`src/rtl/conv2_pkg.sv`:
```
// Shared types and constants for the conv2 kernel-fetch controller.
package conv2_pkg;

  localparam int ADDR_W_DEF     = 8;
  localparam int DATA_W_DEF     = 16;
  localparam int PAIR_BUF_DEPTH = 2;

  typedef enum logic [1:0] {
    IDLE  = 2'd0,
    FETCH = 2'd1,
    DRAIN = 2'd2
  } kfetch_state_e;

endpackage

```
`src/rtl/conv2_kfetch_ctrl_if.sv`:
```
// Kernel-fetch bus: host control, dual-port ROM and the weight-pair stream.
// Optional macro CONV2_KFETCH_SUM_EN adds the w_sum running total.
interface conv2_kfetch_ctrl_if #(
  parameter int ADDR_W = conv2_pkg::ADDR_W_DEF,
  parameter int DATA_W = conv2_pkg::DATA_W_DEF
);

  logic              start;
  logic [ADDR_W-1:0] base_addr;
  logic [ADDR_W-1:0] num_pairs;
  logic [ADDR_W-1:0] address_a;
  logic [ADDR_W-1:0] address_b;
  logic [DATA_W-1:0] q_a;
  logic [DATA_W-1:0] q_b;
  logic              w_valid;
  logic              w_ready;
  logic [DATA_W-1:0] w_a;
  logic [DATA_W-1:0] w_b;
  logic              w_last;
  logic              busy;
  logic              done;

`ifdef CONV2_KFETCH_SUM_EN
  logic signed [DATA_W+ADDR_W:0] w_sum;

  modport slave (
    input  start, base_addr, num_pairs, q_a, q_b, w_ready,
    output address_a, address_b, w_valid, w_a, w_b, w_last, busy, done, w_sum
  );
  modport master (
    output start, base_addr, num_pairs, q_a, q_b, w_ready,
    input  address_a, address_b, w_valid, w_a, w_b, w_last, busy, done, w_sum
  );
`else
  modport slave (
    input  start, base_addr, num_pairs, q_a, q_b, w_ready,
    output address_a, address_b, w_valid, w_a, w_b, w_last, busy, done
  );
  modport master (
    output start, base_addr, num_pairs, q_a, q_b, w_ready,
    input  address_a, address_b, w_valid, w_a, w_b, w_last, busy, done
  );
`endif

endinterface

```
`src/rtl/conv2_pair_skid.sv`:
```
// Two-entry weight-pair FIFO; head is registered and held stable until popped.
// No write-side ready: the controller only issues a read when a slot is guaranteed.
module conv2_pair_skid
  import conv2_pkg::*;
#(
  parameter int W = 2 * DATA_W_DEF + 1
) (
  input  logic         clock,
  input  logic         reset_n,
  input  logic         in_vld,
  input  logic [W-1:0] in_dat,
  output logic         out_vld,
  input  logic         out_rdy,
  output logic [W-1:0] out_dat,
  output logic [1:0]   count
);

  logic [W-1:0] mem [PAIR_BUF_DEPTH];
  logic         wr_ptr;
  logic         rd_ptr;
  logic         pop;

  assign out_vld = (count != 2'd0);
  assign out_dat = mem[rd_ptr];
  assign pop     = out_vld & out_rdy;

  always_ff @(posedge clock or negedge reset_n) begin
    if (!reset_n) begin
      for (int i = 0; i < PAIR_BUF_DEPTH; i++) mem[i] <= '0;
      wr_ptr <= 1'b0;
      rd_ptr <= 1'b0;
      count  <= 2'd0;
    end else begin
      if (in_vld) begin
        mem[wr_ptr] <= in_dat;
        wr_ptr      <= ~wr_ptr;
      end
      if (pop) rd_ptr <= ~rd_ptr;
      count <= count + 2'(in_vld) - 2'(pop);
    end
  end

endmodule

```
`src/rtl/conv2_kfetch_ctrl.sv`:
```
// Kernel weight fetch from a dual-port ROM into a 2-pair stream; first pair 2 cycles after start.
// Optional macro CONV2_KFETCH_SUM_EN adds w_sum, the signed total of the popped weights.
module conv2_kfetch_ctrl
  import conv2_pkg::*;
#(
  parameter int ADDR_W = ADDR_W_DEF,
  parameter int DATA_W = DATA_W_DEF
) (
  input  logic               clock,
  input  logic               reset_n,
  conv2_kfetch_ctrl_if.slave bus
);

  localparam int PAIR_W = 2 * DATA_W + 1;

  kfetch_state_e     state, state_nxt;
  logic [ADDR_W-1:0] base_r, npairs_r, idx_r;
  logic [ADDR_W-1:0] addr_a_r, addr_b_r, iss_addr;
  logic              issue, issue_last, latch, done_nxt, done_r;
  logic              inflight, inflight_last;
  logic [1:0]        occ;
  logic              fifo_vld, pop, room;
  logic [PAIR_W-1:0] fifo_dat;

  assign pop  = fifo_vld & bus.w_ready;
  // A read is only issued if its data is certain to find a free slot next cycle.
  assign room = ({1'b0, occ} + {2'b0, inflight} - {2'b0, pop}) < 3'd2;

  always_ff @(posedge clock or negedge reset_n) begin
    if (!reset_n) state <= IDLE;
    else          state <= state_nxt;
  end

  always_comb begin
    state_nxt  = state;
    issue      = 1'b0;
    issue_last = 1'b0;
    latch      = 1'b0;
    done_nxt   = 1'b0;
    iss_addr   = base_r + {idx_r[ADDR_W-2:0], 1'b0};
    case (state)
      IDLE: begin
        if (bus.start) begin
          latch = 1'b1;
          if (bus.num_pairs == '0) begin
            done_nxt = 1'b1;
          end else begin
            // Pair 0 is read straight from the start cycle so w_valid lands 2 cycles later.
            issue      = 1'b1;
            iss_addr   = bus.base_addr;
            issue_last = (bus.num_pairs == ADDR_W'(1));
            state_nxt  = issue_last ? DRAIN : FETCH;
          end
        end
      end
      FETCH: begin
        if (room) begin
          issue      = 1'b1;
          issue_last = (idx_r == npairs_r - ADDR_W'(1));
          if (issue_last) state_nxt = DRAIN;
        end
      end
      DRAIN: begin
        if (pop && fifo_dat[PAIR_W-1]) begin
          state_nxt = IDLE;
          done_nxt  = 1'b1;
        end
      end
      default: state_nxt = IDLE;
    endcase
  end

  always_ff @(posedge clock or negedge reset_n) begin
    if (!reset_n) begin
      base_r        <= '0;
      npairs_r      <= '0;
      idx_r         <= '0;
      addr_a_r      <= '0;
      addr_b_r      <= '0;
      inflight      <= 1'b0;
      inflight_last <= 1'b0;
      done_r        <= 1'b0;
    end else begin
      done_r        <= done_nxt;
      inflight      <= issue;
      inflight_last <= issue_last;
      if (latch) begin
        base_r   <= bus.base_addr;
        npairs_r <= bus.num_pairs;
      end
      if (issue) begin
        addr_a_r <= iss_addr;
        addr_b_r <= iss_addr + ADDR_W'(1);
        idx_r    <= (state == IDLE) ? ADDR_W'(1) : idx_r + ADDR_W'(1);
      end
    end
  end

  conv2_pair_skid #(.W(PAIR_W)) u_skid (
    .clock   (clock),
    .reset_n (reset_n),
    .in_vld  (inflight),
    .in_dat  ({inflight_last, bus.q_a, bus.q_b}),
    .out_vld (fifo_vld),
    .out_rdy (bus.w_ready),
    .out_dat (fifo_dat),
    .count   (occ)
  );

  // The ROM has no enable, so the address is held between issues.
  assign bus.address_a = issue ? iss_addr : addr_a_r;
  assign bus.address_b = issue ? iss_addr + ADDR_W'(1) : addr_b_r;
  assign bus.w_valid   = fifo_vld;
  assign bus.w_a       = fifo_dat[2*DATA_W-1:DATA_W];
  assign bus.w_b       = fifo_dat[DATA_W-1:0];
  assign bus.w_last    = fifo_vld & fifo_dat[PAIR_W-1];
  assign bus.done      = done_r;
  assign bus.busy      = (state != IDLE) || (bus.start && (bus.num_pairs == '0));

`ifdef CONV2_KFETCH_SUM_EN
  localparam int SUM_W = DATA_W + ADDR_W + 1;
  logic signed [SUM_W-1:0] sum_r;

  always_ff @(posedge clock or negedge reset_n) begin
    if (!reset_n)  sum_r <= '0;
    else if (latch) sum_r <= '0;
    else if (pop)   sum_r <= sum_r + SUM_W'($signed(bus.w_a)) + SUM_W'($signed(bus.w_b));
  end

  assign bus.w_sum = sum_r;
`endif

endmodule

```
`src/flat_wrapper.sv`:
```
// flat-port wrapper written by rule: the top's interface ports become plain ports
module conv2_kfetch_ctrl_flat import conv2_pkg::*;
#(
  parameter int ADDR_W = ADDR_W_DEF,
  parameter int DATA_W = DATA_W_DEF
)
  (clock, reset_n, bus_start, bus_base_addr, bus_num_pairs, bus_q_a, bus_q_b, bus_w_ready, bus_address_a, bus_address_b, bus_w_valid, bus_w_a, bus_w_b, bus_w_last, bus_busy, bus_done);
  conv2_kfetch_ctrl_if #(.ADDR_W(ADDR_W), .DATA_W(DATA_W)) bus_i ();
  input  logic clock;
  input  logic reset_n;
  input wire logic [$bits(bus_i.start)-1:0] bus_start;
  input wire logic [$bits(bus_i.base_addr)-1:0] bus_base_addr;
  input wire logic [$bits(bus_i.num_pairs)-1:0] bus_num_pairs;
  input wire logic [$bits(bus_i.q_a)-1:0] bus_q_a;
  input wire logic [$bits(bus_i.q_b)-1:0] bus_q_b;
  input wire logic [$bits(bus_i.w_ready)-1:0] bus_w_ready;
  output wire logic [$bits(bus_i.address_a)-1:0] bus_address_a;
  output wire logic [$bits(bus_i.address_b)-1:0] bus_address_b;
  output wire logic [$bits(bus_i.w_valid)-1:0] bus_w_valid;
  output wire logic [$bits(bus_i.w_a)-1:0] bus_w_a;
  output wire logic [$bits(bus_i.w_b)-1:0] bus_w_b;
  output wire logic [$bits(bus_i.w_last)-1:0] bus_w_last;
  output wire logic [$bits(bus_i.busy)-1:0] bus_busy;
  output wire logic [$bits(bus_i.done)-1:0] bus_done;
  assign bus_i.start = bus_start;
  assign bus_i.base_addr = bus_base_addr;
  assign bus_i.num_pairs = bus_num_pairs;
  assign bus_i.q_a = bus_q_a;
  assign bus_i.q_b = bus_q_b;
  assign bus_i.w_ready = bus_w_ready;
  assign bus_address_a = bus_i.address_a;
  assign bus_address_b = bus_i.address_b;
  assign bus_w_valid = bus_i.w_valid;
  assign bus_w_a = bus_i.w_a;
  assign bus_w_b = bus_i.w_b;
  assign bus_w_last = bus_i.w_last;
  assign bus_busy = bus_i.busy;
  assign bus_done = bus_i.done;
  conv2_kfetch_ctrl #(.ADDR_W(ADDR_W), .DATA_W(DATA_W)) u_core (.clock(clock), .reset_n(reset_n), .bus(bus_i));
endmodule
```
`config.mk`:
```
export PLATFORM = sky130hd
export DESIGN_NAME = conv2_kfetch_ctrl_flat
export DESIGN_NICKNAME = d
export VERILOG_FILES = /design/src/rtl/conv2_pkg.sv /design/src/rtl/conv2_kfetch_ctrl_if.sv /design/src/rtl/conv2_pair_skid.sv /design/src/rtl/conv2_kfetch_ctrl.sv /design/src/flat_wrapper.sv
export SDC_FILE = /design/constraint.sdc
export NUM_CORES = 1
export LEC_CHECK = 0
export ABC_AREA = 1
export CORE_MARGIN = 5
export CORE_UTILIZATION = 30
export CTS_CLUSTER_DIAMETER = 80
export CTS_CLUSTER_SIZE = 40
export DETAILED_ROUTE_END_ITERATION = 8
export GPL_TIMING_DRIVEN = 0
export HOLD_SLACK_MARGIN = 0.1
export PLACE_DENSITY = 0.57
export REMOVE_ABC_BUFFERS = 1
export SETUP_SLACK_MARGIN = 0.15
export SYNTH_ARGS = -nofsm -noshare
export SYNTH_HDL_FRONTEND = slang
export SYNTH_SLANG_ARGS = --single-unit
```
`constraint.sdc`:
```
create_clock -name clock -period 2.9 [get_ports clock]
set_input_delay 0.58 -clock clock [delete_from_list [all_inputs] [get_ports clock]]
set_output_delay 0.58 -clock clock [all_outputs]
set_load 0.05 [all_outputs]
```
==> results.md <==
| Result | Value |
|:---|:---|
| Wire length of the first global-routing pass | 24.5 mm |
| Synth Warn # | 0 |
| H-tree levels | 4 |
| Diode count | 0 |
| Data required time of the critical path | 3.23 ns |
| Placed cell count | 1032 |
| Core area | 18800 um2 |
| Number of standard cells in the final layout excluding fillers | 1106 |
| Most frequent cells after synthesis | sky130_fd_sc_hd__nand2_1 (266), sky130_fd_sc_hd__dfrtp_1 (115), sky130_fd_sc_hd__o21ai_0 (96), sky130_fd_sc_hd__inv_1 (78), sky130_fd_sc_hd__clkbuf_1 (24) |
| Number of DRC markers after the initial detailed-route iteration | 165 |
| Result of the run | complete, but fails checks |
| Crit path arrival time | 4.01 ns |
| Height of the chip | 148 um |
| Number of flip-flops and latches in the synthesized netlist | 115 |
| Clock edge transition at the registers on the reported setup and hold paths | 0.06 ns |
| Port buffer count | 103 |
| P&R area growth vs syn | 44.0% |
| Last element of the critical path | u_core.idx_r[3]$_DFFE_PN0P_ |
| Violations in the final reports | setup timing |
| Die extent in x | 148 um |
| Maximum net fanout on the critical path | 8 |
| Sequential share of the synthesized area | 50.1% |
| Maximum number of pins on one net before global-route repair | 69 |
| Number of distinct library cells after synthesis | 36 |
| Most common flop cell mapped by yosys | sky130_fd_sc_hd__dfrtp_1 |
| Final HPWL DP | 9.29 mm |
| First element of the critical path | u_core.u_skid.count[1]$_DFF_PN0_ |
| Clock skew after layout | 0.0168 ns |
| Number of global-route vias before repair | 4903 |
| Number of buffers on the longest clock path | 2 |
| Minimum clock period | 3.67 ns |
| Setup repair after global routing missed its margin | true |
| Post-synthesis cell type with the largest combined area | sky130_fd_sc_hd__dfrtp_1 |
| Clock tree root driver cell | sky130_fd_sc_hd__clkbuf_16 |
| Upper clock frequency limit | 272 MHz |
| Initial core utilization | 30.6% |
| Inserted Clock Buffers | 17 |
| Total Die Area | 22000 um2 |
| Final critical-path share of the clock period | 127% |
| TritonCTS clock tree | yes |
| Number of clock sinks seen by CTS | 115 |
| Setup crit end kind | flip-flop |
| Nets@finish | 924 |
| Drt total wl | 14.7 mm |
| Register-to-Register Path Depth | 26 |
| Synthesized instance count | 722 |
| Overflow left after global routing | 0 |
| Top cells by area, synth | sky130_fd_sc_hd__dfrtp_1 (50%), sky130_fd_sc_hd__nand2_1 (17%), sky130_fd_sc_hd__o21ai_0 (8.4%) |
| RR Startpoint | u_core.u_skid.count[1]$_DFF_PN0_ |
| Post-synthesis area per instance | 7.95 um2 |
| Number of detailed-routing iterations run before antenna repair | 4 |
| Fraction of post-synthesis cell area in the top cell type by area | 50.1% |
| Count of nets left with antenna violations after detail routing | 0 |
| RR Endpoint | u_core.idx_r[3]$_DFFE_PN0P_ |
| I/O pin total | 104 |
| Final WS setup | -0.774 ns |
| Std cell rows | 50 |
| Post-route DRC | 0 |
| Dominant cell by count in the synthesized netlist | sky130_fd_sc_hd__nand2_1 |
| Final weighted congestion in routability-driven placement | 0.786 |
| Final hold violation count | 0 |
| Tightest slew margin relative to the limit | 26.0% |
| Average wire length per cell after detail routing | 13.3 um |
| Post-synthesis cell area | 5740 um2 |
| EDFF count, synth | 0 |
| Placement Setup Slack | -2.01 ns |
| Slack of the worst reg-to-reg path | -0.77 ns |
| Kind of start point of the critical path | flip-flop |
| Async set-reset flop share out of synthesis | 100% |
| Slew at the pin with the worst max-slew slack | 1.11 ns |
| Final number of setup-violating endpoints | 26 |
| Kind of path behind the tightest hold check | primary input to async pin |
| Final count of pins violating max slew | 0 |
| Worst Path Class, Setup | flip-flop to flip-flop |
| Later-pin clock latency in the skew report | 0.42 ns |
| Routed vias/inst | 4.48 |
| Number of antenna violations at the first check in global routing | 0 |
| Overall via count from detail_route | 4959 |
| Global router's overall resource usage | 13.8% |
| Share of layout cells above drive strength 1 | 20.2% |
| Number of max-cap violations | 0 |
what timing repair did:
action,CTS,global route
setup buffers,28,11
hold buffers,0,0
cloned,3,0
setup endpoints to repair,78,44
gates resized for setup,244,31
endpoints found under the hold margin,0,0
pin swaps,23,13
worst max-delay path, cell delays in order, from the launching register on:
cell,delay [ns]
sky130_fd_sc_hd__dfrtp_1,0.41
sky130_fd_sc_hd__nor2_4,0.14
sky130_fd_sc_hd__inv_2,0.05
sky130_fd_sc_hd__nand2_2,0.06
sky130_fd_sc_hd__inv_2,0.05
sky130_fd_sc_hd__ha_4,0.25
sky130_fd_sc_hd__inv_2,0.04
sky130_fd_sc_hd__ha_4,0.15
sky130_fd_sc_hd__fa_1,0.52
sky130_fd_sc_hd__nor3b_2,0.07
sky130_fd_sc_hd__nand2_2,0.12
sky130_fd_sc_hd__nand2_8,0.14
sky130_fd_sc_hd__buf_6,0.16
sky130_fd_sc_hd__buf_6,0.10
sky130_fd_sc_hd__buf_6,0.10
sky130_fd_sc_hd__buf_6,0.10
sky130_fd_sc_hd__buf_6,0.10
sky130_fd_sc_hd__buf_6,0.10
sky130_fd_sc_hd__buf_6,0.10
sky130_fd_sc_hd__buf_8,0.12
sky130_fd_sc_hd__nand2_2,0.07
sky130_fd_sc_hd__nor2_4,0.04
sky130_fd_sc_hd__buf_4,0.13
sky130_fd_sc_hd__buf_6,0.10
sky130_fd_sc_hd__buf_4,0.11
sky130_fd_sc_hd__buf_4,0.12
sky130_fd_sc_hd__nor3_2,0.13
sequential cells by signal, indices dropped and copies added (netlist names), 2 cells and up:
| signal | flops |
|---|---|
| u_core.base_r | 8 |
| u_core.addr_a_r | 8 |
| u_core.idx_r | 8 |
| u_core.state | 2 |
| u_core.addr_b_r | 8 |
| u_core.u_skid.mem | 66 |
| u_core.npairs_r | 8 |
| u_core.u_skid.count | 2 |
final cells by class:
class / instances / area [um2]
repair inverters: 3 / 28.8
flip-flops and latches: 115 / 2880
clock buffers: 20 / 447
clock inverters: 12 / 134
multi-input cells: 489 / 2690
well taps: 234 / 293
repair buffers: 144 / 1440
fillers: 1883 / 10500
inverters: 89 / 359
placed cells by master (no fill, tap or decap), drive strengths merged, types with 2 or more instances in the layout:
| cell type | Yosys | layout |
|---|---|---|
| nand2 | 279 | 279 |
| dfrtp | 115 | 115 |
| o21ai | 100 | 100 |
| inv | 88 | 92 |
| buf | 5 | 58 |
| clkdlybuf4s50 | 0 | 51 |
| dlygate4sd2 | 0 | 32 |
| nor2 | 27 | 27 |
| clkbuf | 24 | 21 |
| nand3 | 17 | 17 |
| xor2 | 11 | 11 |
| ha | 11 | 11 |
| a21oi | 8 | 8 |
| nand4 | 7 | 7 |
| xnor2 | 7 | 7 |
| nor3 | 7 | 7 |
| clkinvlp | 0 | 5 |
| clkinv | 1 | 5 |
| nand3b | 4 | 4 |
| or2 | 3 | 3 |
| o31ai | 2 | 2 |
| fa | 2 | 2 |
| bufinv | 0 | 2 |
worst min path at each step:
| stage | slack (ns) | cells after the start | to |
|---|---|---|---|
| CTS | 0.10 | 1 | u_core.u_skid.mem[60]$_DFFE_PN0P_ |
| global placement | 0.46 | 2 | u_core.addr_b_r[1]$_DFF_PN0_ |
| global route | 0.11 | 1 | u_core.u_skid.mem[60]$_DFFE_PN0P_ |
| finish | 0.09 | 1 | u_core.u_skid.mem[60]$_DFFE_PN0P_ |
| detailed placement | 0.46 | 2 | u_core.addr_b_r[1]$_DFF_PN0_ |
| floorplan | 0.28 | 0 | u_core.addr_a_r[0]$_DFF_PN0_ |
layer usage:
| metal | track usage, % | part of all wire [%] |
|---|---|---|
| met2 | 22.1 | 47 |
| met4 | 3.56 | 1.1 |
| met3 | 4.39 | 4.9 |
| met5 | 0 | 0 |
| met1 | 18.2 | 47 |
kinds of logic after synthesis:
kind of cell	count (synthesis)	synth area share, %
flops	115	50.1
buf+inv	118	8.15
simple gates	347	25.9
xor+xnor	18	2.75
fa+ha+maj	13	3.09
compound gates	111	10.0
per-stage QoR:
stage / TNS [ns] / area, um2 / hold WS (ns) / util (%)
2_1_floorplan: -33.18 / 5610 / 0.284 / -
3_3_place_gp: -495.92 / 6940 / 0.463 / 37.0
3_5_place_dp: -92.50 / 6990 / 0.463 / 37.2
4_1_cts: -17.51 / 8080 / 0.105 / 43.1
5_1_grt: -20.89 / 8270 / 0.113 / 44.0
6_report: -16.57 / 8270 / 0.0931 / 44.0
Power is not shown: default switching activity piles up to over one toggle a cycle in this logic, so the estimate is an artifact.
